==> src/rtl/boruss_mem_arbiter.sv <==
// Fixed-priority single-port memory arbiter for fetch, data and DMA requesters.
// Define BORUSS_ARB_STARVE_GUARD_EN to promote fetch/DMA after STARVE_LIMIT lost arbitrations.
module boruss_mem_arbiter #(
  parameter int ADDR_W       = 8,
  parameter int DATA_W       = 8,
  parameter int MEM_LAT      = 1,
  parameter int STARVE_LIMIT = 4
) (
  input  logic              clk,
  input  logic              reset,
  input  logic              f_req,
  input  logic [ADDR_W-1:0] f_addr,
  output logic              f_gnt,
  output logic              f_done,
  input  logic              d_req,
  input  logic              d_we,
  input  logic [ADDR_W-1:0] d_addr,
  input  logic [DATA_W-1:0] d_wdata,
  output logic              d_gnt,
  output logic              d_done,
  input  logic              x_req,
  input  logic              x_we,
  input  logic [ADDR_W-1:0] x_addr,
  input  logic [DATA_W-1:0] x_wdata,
  output logic              x_gnt,
  output logic              x_done,
  output logic [DATA_W-1:0] rdata,
  output logic              mem_en,
  output logic              mem_we,
  output logic [ADDR_W-1:0] mem_addr,
  output logic [DATA_W-1:0] mem_wdata,
  input  logic [DATA_W-1:0] mem_rdata,
  output logic              busy,
  output logic [1:0]        owner
);

  typedef enum logic [1:0] {S_IDLE, S_ISSUE, S_WAIT, S_DONE} state_t;

  localparam logic [1:0] OWN_F    = 2'd0;
  localparam logic [1:0] OWN_D    = 2'd1;
  localparam logic [1:0] OWN_X    = 2'd2;
  localparam logic [1:0] OWN_NONE = 2'd3;

  // A latency of 0 cannot be honoured by a registered capture, so it folds to 1.
  localparam logic [3:0] LAT_LOAD = (MEM_LAT < 1) ? 4'd1 : 4'(MEM_LAT);

  state_t            state_q, state_d;
  logic [1:0]        owner_q, owner_d;
  logic              we_q, we_d;
  logic [3:0]        cnt_q, cnt_d;
  logic              mem_en_q, mem_en_d;
  logic              mem_we_q, mem_we_d;
  logic [ADDR_W-1:0] mem_addr_q, mem_addr_d;
  logic [DATA_W-1:0] mem_wdata_q, mem_wdata_d;
  logic [DATA_W-1:0] rdata_q, rdata_d;
  logic [2:0]        gnt_q, gnt_d;
  logic [2:0]        done_q, done_d;
  logic              busy_q, busy_d;

  logic              any_req;
  logic [1:0]        winner;

  assign any_req = f_req | d_req | x_req;

`ifdef BORUSS_ARB_STARVE_GUARD_EN
  localparam int              SC_W   = (STARVE_LIMIT < 1) ? 1 : $clog2(STARVE_LIMIT + 1);
  localparam logic [SC_W-1:0] SC_MAX = SC_W'(STARVE_LIMIT);

  logic [SC_W-1:0] f_starve_q, f_starve_d;
  logic [SC_W-1:0] x_starve_q, x_starve_d;

  // Promoted requesters outrank data; fetch still outranks DMA among them.
  always_comb begin
    if (f_req && (f_starve_q >= SC_MAX))      winner = OWN_F;
    else if (x_req && (x_starve_q >= SC_MAX)) winner = OWN_X;
    else if (d_req)                           winner = OWN_D;
    else if (f_req)                           winner = OWN_F;
    else                                      winner = OWN_X;
  end

  always_comb begin
    f_starve_d = f_starve_q;
    x_starve_d = x_starve_q;
    if ((state_q == S_IDLE) && any_req) begin
      if (winner == OWN_F)                   f_starve_d = '0;
      else if (f_req && f_starve_q < SC_MAX) f_starve_d = f_starve_q + SC_W'(1);
      if (winner == OWN_X)                   x_starve_d = '0;
      else if (x_req && x_starve_q < SC_MAX) x_starve_d = x_starve_q + SC_W'(1);
    end
  end

  always_ff @(posedge clk or posedge reset) begin
    if (reset) begin
      f_starve_q <= '0;
      x_starve_q <= '0;
    end else begin
      f_starve_q <= f_starve_d;
      x_starve_q <= x_starve_d;
    end
  end
`else
  always_comb begin
    if (d_req)      winner = OWN_D;
    else if (f_req) winner = OWN_F;
    else            winner = OWN_X;
  end
`endif

  // Every output is a flop, so the next-cycle value of each is decided here from state_d.
  // NOTE: each variable gets a default before the case so no path can infer a latch.
  always_comb begin
    state_d     = state_q;
    owner_d     = owner_q;
    we_d        = we_q;
    cnt_d       = cnt_q;
    mem_en_d    = 1'b0;
    mem_we_d    = 1'b0;
    mem_addr_d  = mem_addr_q;
    mem_wdata_d = mem_wdata_q;
    rdata_d     = rdata_q;
    gnt_d       = '0;
    done_d      = '0;

    unique case (state_q)
      S_IDLE: begin
        owner_d = OWN_NONE;
        if (any_req) begin
          state_d  = S_ISSUE;
          owner_d  = winner;
          mem_en_d = 1'b1;
          unique case (winner)
            OWN_D: begin
              we_d        = d_we;
              mem_addr_d  = d_addr;
              mem_wdata_d = d_wdata;
              gnt_d[1]    = 1'b1;
            end
            OWN_F: begin
              we_d       = 1'b0;
              mem_addr_d = f_addr;
              gnt_d[0]   = 1'b1;
            end
            default: begin
              we_d        = x_we;
              mem_addr_d  = x_addr;
              mem_wdata_d = x_wdata;
              gnt_d[2]    = 1'b1;
            end
          endcase
          mem_we_d = we_d;
        end
      end
      S_ISSUE: begin
        state_d = S_WAIT;
        cnt_d   = LAT_LOAD;
      end
      S_WAIT: begin
        cnt_d = cnt_q - 4'd1;
        if (cnt_q <= 4'd1) begin
          state_d = S_DONE;
          if (!we_q) rdata_d = mem_rdata;
          unique case (owner_q)
            OWN_F:   done_d[0] = 1'b1;
            OWN_D:   done_d[1] = 1'b1;
            OWN_X:   done_d[2] = 1'b1;
            default: done_d    = '0;
          endcase
        end
      end
      S_DONE: begin
        state_d = S_IDLE;
        owner_d = OWN_NONE;
      end
    endcase

    busy_d = (state_d != S_IDLE);
  end

  // NOTE: sequential state uses non-blocking assignments so every flop samples pre-edge values.
  always_ff @(posedge clk or posedge reset) begin
    if (reset) begin
      state_q     <= S_IDLE;
      owner_q     <= OWN_NONE;
      we_q        <= 1'b0;
      cnt_q       <= '0;
      mem_en_q    <= 1'b0;
      mem_we_q    <= 1'b0;
      mem_addr_q  <= '0;
      mem_wdata_q <= '0;
      rdata_q     <= '0;
      gnt_q       <= '0;
      done_q      <= '0;
      busy_q      <= 1'b0;
    end else begin
      state_q     <= state_d;
      owner_q     <= owner_d;
      we_q        <= we_d;
      cnt_q       <= cnt_d;
      mem_en_q    <= mem_en_d;
      mem_we_q    <= mem_we_d;
      mem_addr_q  <= mem_addr_d;
      mem_wdata_q <= mem_wdata_d;
      rdata_q     <= rdata_d;
      gnt_q       <= gnt_d;
      done_q      <= done_d;
      busy_q      <= busy_d;
    end
  end

  assign f_gnt     = gnt_q[0];
  assign d_gnt     = gnt_q[1];
  assign x_gnt     = gnt_q[2];
  assign f_done    = done_q[0];
  assign d_done    = done_q[1];
  assign x_done    = done_q[2];
  assign mem_en    = mem_en_q;
  assign mem_we    = mem_we_q;
  assign mem_addr  = mem_addr_q;
  assign mem_wdata = mem_wdata_q;
  assign rdata     = rdata_q;
  assign busy      = busy_q;
  assign owner     = owner_q;

endmodule

==> config.mk <==
export PLATFORM = sky130hd
export DESIGN_NAME = boruss_mem_arbiter
export DESIGN_NICKNAME = d
export VERILOG_FILES = /design/src/rtl/boruss_mem_arbiter.sv
export SDC_FILE = /design/constraint.sdc
export NUM_CORES = 1
export LEC_CHECK = 0
export ABC_CLOCK_PERIOD_IN_PS = 1750
export BUFFER_PORTS_ARGS = -buffer_cell sky130_fd_sc_hd__buf_2
export CAP_MARGIN = 10
export CORE_UTILIZATION = 39
export CTS_BUF_LIST = sky130_fd_sc_hd__clkbuf_8
export DETAILED_ROUTE_END_ITERATION = 8
export HOLD_SLACK_MARGIN = 0.15
export PLACE_DENSITY_LB_ADDON = 0.2
export SLEW_MARGIN = 25
export SYNTH_ARGS = -nofsm -noshare
export SYNTH_HDL_FRONTEND = slang
export SYNTH_SLANG_ARGS = --single-unit
==> constraint.sdc <==
create_clock -name clk -period 1.75 [get_ports clk]
set_clock_uncertainty 0.15 [all_clocks]
set_input_delay 0.2625 -clock clk [delete_from_list [all_inputs] [get_ports clk]]
set_output_delay 0.2625 -clock clk [all_outputs]
set_load 0.02 [all_outputs]
==> impl_metrics.py, run 1 <==
metrics = {
    "status": {
        "status": "complete, no violations",
    },
    "route": {
        "ant_nets": 0,
        "vias": 1587,
        "wl_per_cell_um": 12.65,
        "first_pass_iters": 4,
        "drt_iter0_markers": 84,
        "drc_errors": 0,
        "vias_per_cell": 4.600,
        "wl_um": 4365,
    },
    "yosys": {
        "synth_compound_area_share_pct": 6.606,
        "synth-simple-area-share_pct": 9.456,
        "synth_top_family_by_area": "multiplexers",
        "netlist_area_um2": 1932,
        "syn_area_per_cell_um2": 12.15,
        "synth_xor_area_share_pct": 0,
        "synthAdderAreaFrac_pct": 3.238,
        "ys_ff_latch": 42,
        "synth_cell_types": 30,
        "yosysWarnings": 0,
        "syn_inst": 159,
        "ys_seq_area_share_pct": 54.53,
        "muxShareOfSynthArea_pct": 22.80,
        "synthesis.nets": 219,
    },
    "clocking": {
        "cts_sinks": 42,
        "cts_tree": "done",
        "cts_made_buffers": 5,
        "cts_root_buf": "clkbuf_8",
        "htreeDepth": 2,
        "clk_pin_slew_ns": 0.08,
        "clockBufferDepth": 2,
        "clock_latency_ns": 0.29,
    },
    "worst_setup_path": {
        "crit_path_cell_trace": "inv_2 > ha_4 > nor2_1 > nor4_4 > buf_6 > mux2_2",
        "critPathMaxFanout": 8,
        "reg2reg_depth": 6,
        "critPathCaptureType": "flip-flop",
        "r2r-end": "rdata[0]",
        "critPathRequiredTime_ns": 1.77,
        "r2r-start": "cnt_q[0]",
        "critPathMaxStageDelay_ns": 0.41,
        "criticalPathCategory": "reg -> reg",
        "cp-start-kind": "flip-flop",
        "rrSetupSlack_ns": 0.06,
        "slowest_stage": "dfrtp_1",
        "arrival_ns": 1.71,
    },
    "sta": {
        "finalCritPeriodShare_pct": 96.29,
        "slew_headroom_pct": 65.21,
        "setup_viol": 0,
        "timing.hold.ws_ns": 0.1608,
        "hold_violations": 0,
        "post-route-min-period_ns": 1.685,
        "worst_pin_slew_ns": 0.5218,
        "slew_viol_final": 0,
        "fmax_ghz": 0.5935,
    },
    "pwr": {
        "clkPwrFrac_pct": 15.8,
        "p_int_uw": 2814,
        "pwr_density_cell_nw_per_um2": 1630,
        "ir_drop_v": 0.0007089,
        "pwr-share-comb_pct": 48.4,
        "p_leak_uw": 0.001424,
        "pwr-share-seq_pct": 35.9,
        "sw_frac_of_total_pct": 39.19,
        "p_sw_uw": 1814,
    },
    "floorplan": {
        "core_um2": 4755,
        "die_w_um": 72.38,
        "fp.dieH_um": 72.38,
        "initial_utilization_pct": 40.63,
        "placementRows": 25,
        "ioPinCount": 90,
        "die_area_um2": 5239,
    },
    "global_route": {
        "use_met3_pct": 5.972,
        "grt_pass1_vias": 1641,
        "grt_max_degree": 43,
        "grt.total_usage_pct": 17.98,
        "met2_usage_pct": 30.84,
        "grt_busiest_layer": "met2",
        "met1_usage_pct": 21.82,
        "gr-total-overflow": 0,
        "antenna_found_initial": 0,
        "grt_pass1_wl_um": 7203,
    },
    "placement": {
        "dpl_cell_area_um2": 2506,
        "portBuffers": 89,
        "dpl.hpwl_um": 3033,
        "dpl.cell_count": 316,
        "routabilityCongestion": 0.7596,
    },
    "layout": {
        "finalNonFillerCells": 345,
        "fin_util_pct": 59.71,
        "antenna_cells": 0,
        "design_area_um2": 2839,
        "num-nets-final": 337,
        "areaGrowthSynthToFinish_pct": 46.96,
        "nFillCells": 421,
        "drive_gt1_share_pct": 52.16,
    },
    "worst_hold_path": {
        "min_from": "f_req",
        "hold_depth": 3,
        "hold_class": "in -> reg",
        "hold_end": "gnt_q[0]",
    },
    "flow_run": {
        "drv_cap": 0,
    },
}
==> sequential cells by signal, summed over array words and instances, names as in the netlist <==
name and flops:
we_q 1, state_q 2, rdata 8, done_q 3, owner 2, mem_we 1
gnt_q 3, mem_wdata 8, busy 1, mem_en 1, cnt_q 4, mem_addr 8
==> worst max-delay path, delay by kind of cell (launching register included) <==
kind	cells	cell delay (ns)
DFF	1	0.41
buffers and inverters	2	0.26
adders and majority gates	1	0.14
muxes	1	0.34
and+or+nand+nor	2	0.27
==> per-stage QoR <==
| stage | TNS (ns) | setup slack [ns] | total power, uW |
|---|---|---|---|
| finish | 0 | 0.06497 | 4628 |
| global route | -0.01896 | -0.005954 | 4972 |
| CTS | 0 | 0.006434 | 4625 |
| detailed placement | 0 | 0.01859 | 3819 |
| global placement | 0 | 0.04248 | 3777 |
| floorplan | 0 | 0.008866 | 3071 |
==> timing repair <==
item / CTS / global route
setup buffers: 1 / 0
gates resized for setup: 1 / 5
hold buffers: 20 / 0
hold endpoints to repair: 59 / 0
endpoints found under the setup margin: 8 / 11
pin swaps: 0 / 0
==> power groups by stage <==
stage               Sequential [uW]  Clock [uW]  Combinational [uW]
finish                         1660         729                2240
global route                   1720         799                2450
CTS                            1660         755                2210
detailed placement             1680           0                2140
global placement               1670           0                2100
floorplan                      2100           0                 967
==> layout make-up <==
cell class | count | area [um2] | area share (%)
clock buffer | 5 | 68.82 | 2.424
clock inverter | 3 | 37.54 | 1.322
inverter | 8 | 30.03 | 1.058
multi-input combinational | 102 | 833.3 | 29.35
sequential | 42 | 1054 | 37.11
tap | 67 | 83.83 | 2.953
timing repair buffer | 118 | 732.0 | 25.78
==> synthesized netlist by cell type <==
cell / number / area [um2]
nand3b_1: 1 / 7.510
inv_1: 8 / 30.03
nor3b_1: 1 / 7.510
nor4_1: 1 / 6.260
nor2_1: 5 / 18.77
mux2i_1: 8 / 80.08
dfstp_2: 2 / 52.55
nor4_4: 1 / 21.27
clkbuf_1: 2 / 7.510
o2111ai_1: 1 / 8.760
nor2b_1: 2 / 12.51
or3_1: 2 / 12.51
mux2_2: 32 / 360.4
a21oi_1: 1 / 5.000
buf_2: 4 / 20.02
nand2_1: 16 / 60.06
o21a_1: 1 / 7.510
nand2b_2: 1 / 8.760
o31ai_1: 1 / 7.510
dfrtp_1: 40 / 1001
nor3_1: 2 / 10.01
nand3_1: 1 / 5.000
o211ai_1: 1 / 7.510
o311ai_0: 1 / 8.760
and3_1: 1 / 6.260
a22oi_1: 1 / 7.510
buf_4: 1 / 7.510
o21ai_0: 15 / 75.07
and2_1: 1 / 6.260
ha_1: 5 / 62.56
==> layer usage <==
metal  part of all wire, %  vias up  wire (um)
met3                   5.5        6        242
met1                    43      749       1874
met2                    50       45       2204
met5                     0        -          0
li1                      -      787          -
met4                   1.0        0         44
==> cells by family after synthesis <==
logic type,Yosys count
AND/OR/NAND/NOR,35
buffers and inverters,15
AO/OA/AOI/OAI,22
flip-flops,42
adder cells (fa/ha/maj),5
multiplexers,40
==> cell usage in the layout (no fill, tap or decap), drive strengths merged <==
cell type / netlist / layout
dlygate4sd3: 0 / 20
clkinv: 0 / 1
nor4: 2 / 2
a22oi: 1 / 1
nor3: 2 / 2
mux2i: 8 / 8
nand3: 1 / 1
nor2b: 2 / 2
and2: 1 / 1
or3: 2 / 2
bufinv: 0 / 1
o31ai: 1 / 1
o211ai: 1 / 1
nand2: 16 / 16
clkbuf: 2 / 6
buf: 5 / 97
o21a: 1 / 1
dfstp: 2 / 2
nand2b: 1 / 1
and3: 1 / 1
mux2: 32 / 32
o2111ai: 1 / 1
nor2: 5 / 5
dfrtp: 40 / 40
o21ai: 15 / 15
o311ai: 1 / 1
nor3b: 1 / 1
nand3b: 1 / 1
ha: 5 / 5
inv: 8 / 9
a21oi: 1 / 1
==> worst max path at each step <==
stage	start	end	slack (ns)
after floorplan	cnt_q[0]	rdata[0]	0.009
after global placement	cnt_q[0]	rdata[6]	0.04
after detailed placement	cnt_q[0]	rdata[2]	0.02
after CTS	cnt_q[1]	rdata[2]	0.006
after global routing	cnt_q[0]	rdata[0]	-0.006
final	cnt_q[0]	rdata[0]	0.06
(Power assumes the default switching activity.)
==> run 2, diff against run 1 <==
CORE_ASPECT_RATIO = 1.2   (was default)
CORE_UTILIZATION = 40   (was 39)
==> impl_metrics.py, run 2 (synthesis gave the netlist of run 1 again) <==
metrics = {
    "sta": {
        "fin_tns_setup_ns": 0,
        "worst_pin_slew_ns": 0.5517,
        "post-route-min-period_ns": 1.698,
        "slew_viol_final": 0,
        "setup_viol": 0,
        "rsz0062_at_grt": "yes",
        "fmax_ghz": 0.5888,
        "hold_violations": 0,
        "slew_headroom_pct": 62.99,
        "finalCritPeriodShare_pct": 97.05,
    },
    "floorplan": {
        "die_w_um": 65.44,
        "die_area_um2": 5113,
        "fp.dieH_um": 78.13,
        "core_um2": 4628,
        "initial_utilization_pct": 41.74,
        "ioPinCount": 90,
        "placementRows": 27,
    },
    "layout": {
        "fin_util_pct": 61.45,
        "nFillCells": 368,
        "layout_commonest_cell": "buf_2",
        "final_cell_mix": "89 x buf_2, 40 x dfrtp_1, 29 x mux2_2",
        "drive_gt1_share_pct": 52.52,
        "design_area_um2": 2844,
        "finalNonFillerCells": 336,
        "antenna_cells": 0,
        "num-nets-final": 337,
        "areaGrowthSynthToFinish_pct": 47.22,
    },
    "pwr": {
        "power_uw": 4665,
        "p_leak_uw": 0.001434,
        "ir_drop_v": 0.0006710,
        "pwr_density_cell_nw_per_um2": 1640,
    },
    "clocking": {
        "cts_tree": "done",
        "clock_latency_ns": 0.29,
        "clk_pin_slew_ns": 0.08,
        "cts_sinks": 42,
        "htreeDepth": 2,
        "cts_made_buffers": 5,
        "clockBufferDepth": 2,
        "cts_root_buf": "clkbuf_8",
    },
    "route": {
        "ant_nets": 0,
        "wl_um": 4219,
        "vias_per_cell": 4.830,
        "drt_iter0_markers": 28,
        "first_pass_iters": 3,
        "wl_per_cell_um": 12.56,
        "vias": 1623,
        "drc_errors": 0,
    },
    "status": {
        "status": "complete, no violations",
    },
    "placement": {
        "portBuffers": 89,
        "dpl_cell_area_um2": 2480,
        "dpl.cell_count": 305,
        "routabilityCongestion": 0.7592,
        "dpl.hpwl_um": 2889,
    },
    "worst_setup_path": {
        "critPathRequiredTime_ns": 1.78,
        "cp-start-kind": "flip-flop",
        "crit_buf_inv": 2,
        "critPathMaxFanout": 8,
        "critPathTopFamily": "flip-flops",
        "crit_path_cell_trace": "inv_2 > ha_4 > nand2b_4 > nor4_4 > buf_6 > mux2_2",
        "critPathMaxStageDelay_ns": 0.40,
        "criticalPathCategory": "reg -> reg",
        "slowest_stage": "dfrtp_1",
        "arrival_ns": 1.73,
        "critPathCaptureType": "flip-flop",
    },
    "worst_hold_path": {
        "hold_class": "in -> reg",
    },
    "global_route": {
        "antenna_found_initial": 0,
        "grt_max_degree": 29,
        "grt_pass1_vias": 1667,
        "grt_pass1_wl_um": 7134,
        "grt.total_usage_pct": 18.27,
        "gr-total-overflow": 0,
    },
    "flow_run": {
        "drv_cap": 0,
    },
}
-- run 2: stage by stage --
step	setup slack (ns)	hold WS, ns
after global routing	-0.02315	0.1647
after CTS	0.002208	0.1526
final	0.05167	0.1655
after detailed placement	-0.01773	0.1141
after floorplan	0.008866	0.2642
after global placement	0.04068	0.1199
-- run 2: where the power goes --
part | switching, uW | internal, uW | leakage, uW | total [uW]
clock network | 313 | 415 | 0.0000607 | 728
registers | 238 | 1430 | 0.000514 | 1670
logic | 1270 | 1000 | 0.000859 | 2270
-- run 2: layout make-up --
cell class	count	area, um2	share of cell area [%]
clock inverter	3	37.54	1.320
inverter	8	30.03	1.056
multi-input combinational	102	852.1	29.96
sequential	42	1054	37.04
clock buffer	5	68.82	2.420
timing repair buffer	118	729.5	25.65
tap	58	72.57	2.552
-- run 2: final timing paths --
path	start	to	slack (ns)	depth (start not counted)
setup / recovery	state_q[0]	rdata[4]	0.05	6
hold / removal	f_req	gnt_q[0]	0.17	3
setup reg to reg	state_q[0]	rdata[4]	0.05	6
hold reg to reg	owner[1]	owner[1]	0.33	2
max in group asynchronous	reset	owner[0]	0.55	4
min in group asynchronous	reset	rdata[5]	0.34	3
-- run 2: worst reg2reg max path: cells and delay by family, from the launching register on --
family,cells,cell delay [ns]
buf+inv,2,0.27
flops,1,0.40
mux,1,0.34
simple gates,2,0.27
fa+ha+maj,1,0.15
-- run 2: metal layers --
metal / vias to the layer above / GRT usage [%] / share of wire (%) / wire length [um]
li1: 787 / - / - / -
met1: 761 / 20.36 / 42 / 1757
met2: 65 / 31.34 / 49 / 2080
met3: 10 / 4.360 / 6.9 / 293
met4: 0 / 10.22 / 2.1 / 88
met5: - / 0 / 0 / 0
-- run 2: what timing repair did --
item / CTS / global route
setup endpoints to repair: 8 / 13
hold endpoints to repair: 60 / 0
gates resized for setup: 2 / 8
hold buffers: 20 / 0
buffers inserted: 2 / 1
pin swaps: 0 / 1
==> run 3, diff against run 2 <==
ABC_CLOCK_PERIOD_IN_PS = 1600   (was 1750)
CTS_BUF_LIST = sky130_fd_sc_hd__clkbuf_16   (was sky130_fd_sc_hd__clkbuf_8)
clock period = 1.6 ns   (was 1.75 ns; I/O delays follow)
==> impl_metrics.py, run 3 (synthesis gave the netlist of run 1 again) <==
metrics = {
    "pwr": {
        "ir_drop_v": 0.0009590,
        "p_leak_uw": 0.001566,
        "pwr_density_cell_nw_per_um2": 1939,
    },
    "layout": {
        "areaGrowthSynthToFinish_pct": 62.24,
        "num-nets-final": 347,
        "antenna_cells": 0,
        "drive_gt1_share_pct": 56.60,
        "finalNonFillerCells": 346,
        "final_cell_mix": "89 x buf_2, 40 x dfrtp_1, 21 x dlygate4sd3_1",
        "layout_commonest_cell": "buf_2",
        "design_area_um2": 3134,
        "fin_util_pct": 67.72,
        "multi_input_area_um2": 968.4,
        "nFillCells": 336,
        "seqCellArea_um2": 1054,
    },
    "worst_setup_path": {
        "critPathCaptureType": "flip-flop",
        "criticalPathCategory": "reg -> reg",
        "r2r-start": "cnt_q[0]",
        "crit_end": "rdata[5]",
        "arrival_ns": 1.71,
        "crit_path_cell_trace": "inv_2 > ha_4 > nor2_4 > nor4_4 > buf_6 > mux2_4",
        "r2r-end": "rdata[5]",
        "crit_path_start": "cnt_q[0]",
        "crit_buf_inv": 2,
        "critPathMaxStageDelay_ns": 0.43,
        "critPathMaxFanout": 8,
        "rrSetupSlack_ns": -0.09,
        "critPathTopFamily": "flip-flops",
        "cp-start-kind": "flip-flop",
        "crit_cells": 6,
        "reg2reg_depth": 6,
        "critPathRequiredTime_ns": 1.62,
        "slowest_stage": "dfrtp_1",
    },
    "sta": {
        "hold_violations": 0,
        "fmax_ghz": 0.5916,
        "setup_viol": 9,
        "setup_ws_ns": -0.09021,
        "slew_headroom_pct": 75.73,
        "post-route-min-period_ns": 1.690,
        "slew_viol_final": 0,
        "finalCritPeriodShare_pct": 105.6,
        "rsz0062_at_grt": "yes",
        "worst_pin_slew_ns": 0.3618,
    },
    "floorplan": {
        "placementRows": 27,
        "die_area_um2": 5113,
        "ioPinCount": 90,
        "core_um2": 4628,
        "fp.dieH_um": 78.13,
        "die_w_um": 65.44,
        "initial_utilization_pct": 41.74,
    },
    "route": {
        "drt_iter0_markers": 32,
        "wl_per_cell_um": 13.38,
        "ant_nets": 0,
        "vias_per_cell": 4.815,
        "drc_errors": 0,
        "wl_um": 4629,
        "vias": 1666,
        "first_pass_iters": 4,
    },
    "flow_run": {
        "drv_cap": 0,
    },
    "clocking": {
        "clock_latency_ns": 0.28,
        "clockBufferDepth": 2,
        "clk_pin_slew_ns": 0.06,
        "cts_made_buffers": 5,
        "cts_sinks": 42,
        "cts_tree": "done",
        "htreeDepth": 2,
        "cts_root_buf": "clkbuf_16",
    },
    "worst_hold_path": {
        "min_from": "d_wdata[4]",
        "hold_class": "in -> reg",
    },
    "global_route": {
        "gr-total-overflow": 0,
        "grt_max_degree": 23,
        "antenna_found_initial": 0,
        "grt_pass1_vias": 1622,
        "grt_pass1_wl_um": 7279,
        "grt.total_usage_pct": 18.54,
    },
    "placement": {
        "dpl.hpwl_um": 3187,
        "dpl_cell_area_um2": 2552,
        "portBuffers": 89,
        "routabilityCongestion": 0.7202,
        "dpl.cell_count": 313,
    },
    "status": {
        "violations": "negative setup slack",
        "status": "finished, violations left",
    },
}
==> run 3: worst min-delay path, delay by kind of cell <==
| kind | cells | cell delay (ns) |
|---|---|---|
| buffers and inverters | 1 | 0.07 |
| multiplexers | 2 | 0.26 |
==> run 3: layout make-up <==
type	instances	share of cell area [%]
Clock inverter	3	1.437
Sequential cell	42	33.61
Timing Repair Buffer	128	26.79
Clock buffer	5	3.992
Inverter	8	0.9581
Tap cell	58	2.315
Multi-Input combinational cell	102	30.90
==> run 3: stage by stage <==
step | worst slack (ns) | hold WS, ns | setup TNS (ns) | total power (uW)
after global placement | -0.08301 | 0.02532 | -0.6597 | 4247
after detailed placement | -0.1491 | 0.03121 | -1.173 | 4324
after floorplan | -0.1411 | 0.2417 | -1.129 | 3359
final | -0.09021 | 0.1654 | -0.7067 | 6076
after CTS | -0.08341 | 0.1611 | -0.6423 | 5783
after global routing | -0.1495 | 0.1715 | -1.492 | 6484
==> run 3: worst min-delay path by stage <==
stage	end	cells after the start
finish	mem_wdata[4]	3
global route	mem_wdata[4]	3
CTS	mem_wdata[4]	3
detailed placement	mem_en	2
global placement	mem_en	2
floorplan	rdata[0]	1
==> run 3: power by group <==
part	internal [uW]	total, uW	switching, uW
Combinational	1520	3090	1570
Sequential	1560	1850	282
Clock	735	1140	409
==> run 3: routing by layer <==
metal  wire length [um]  track usage [%]  vias to the layer above
li1                   -                -                      813
met2               2350            32.58                       61
met1               1987            21.56                      787
met5                  0                0                        -
met3                248            5.378                        5
met4                 42            5.217                        0
==> run 3: repair_timing <==
action                                  CTS  global route
gates cloned                              0             2
buffers inserted                          2             0
gates resized for setup                  15            25
hold buffers                             21             0
pin swaps                                 1             3
hold endpoints to repair                 62             0
endpoints found under the setup margin   10            26
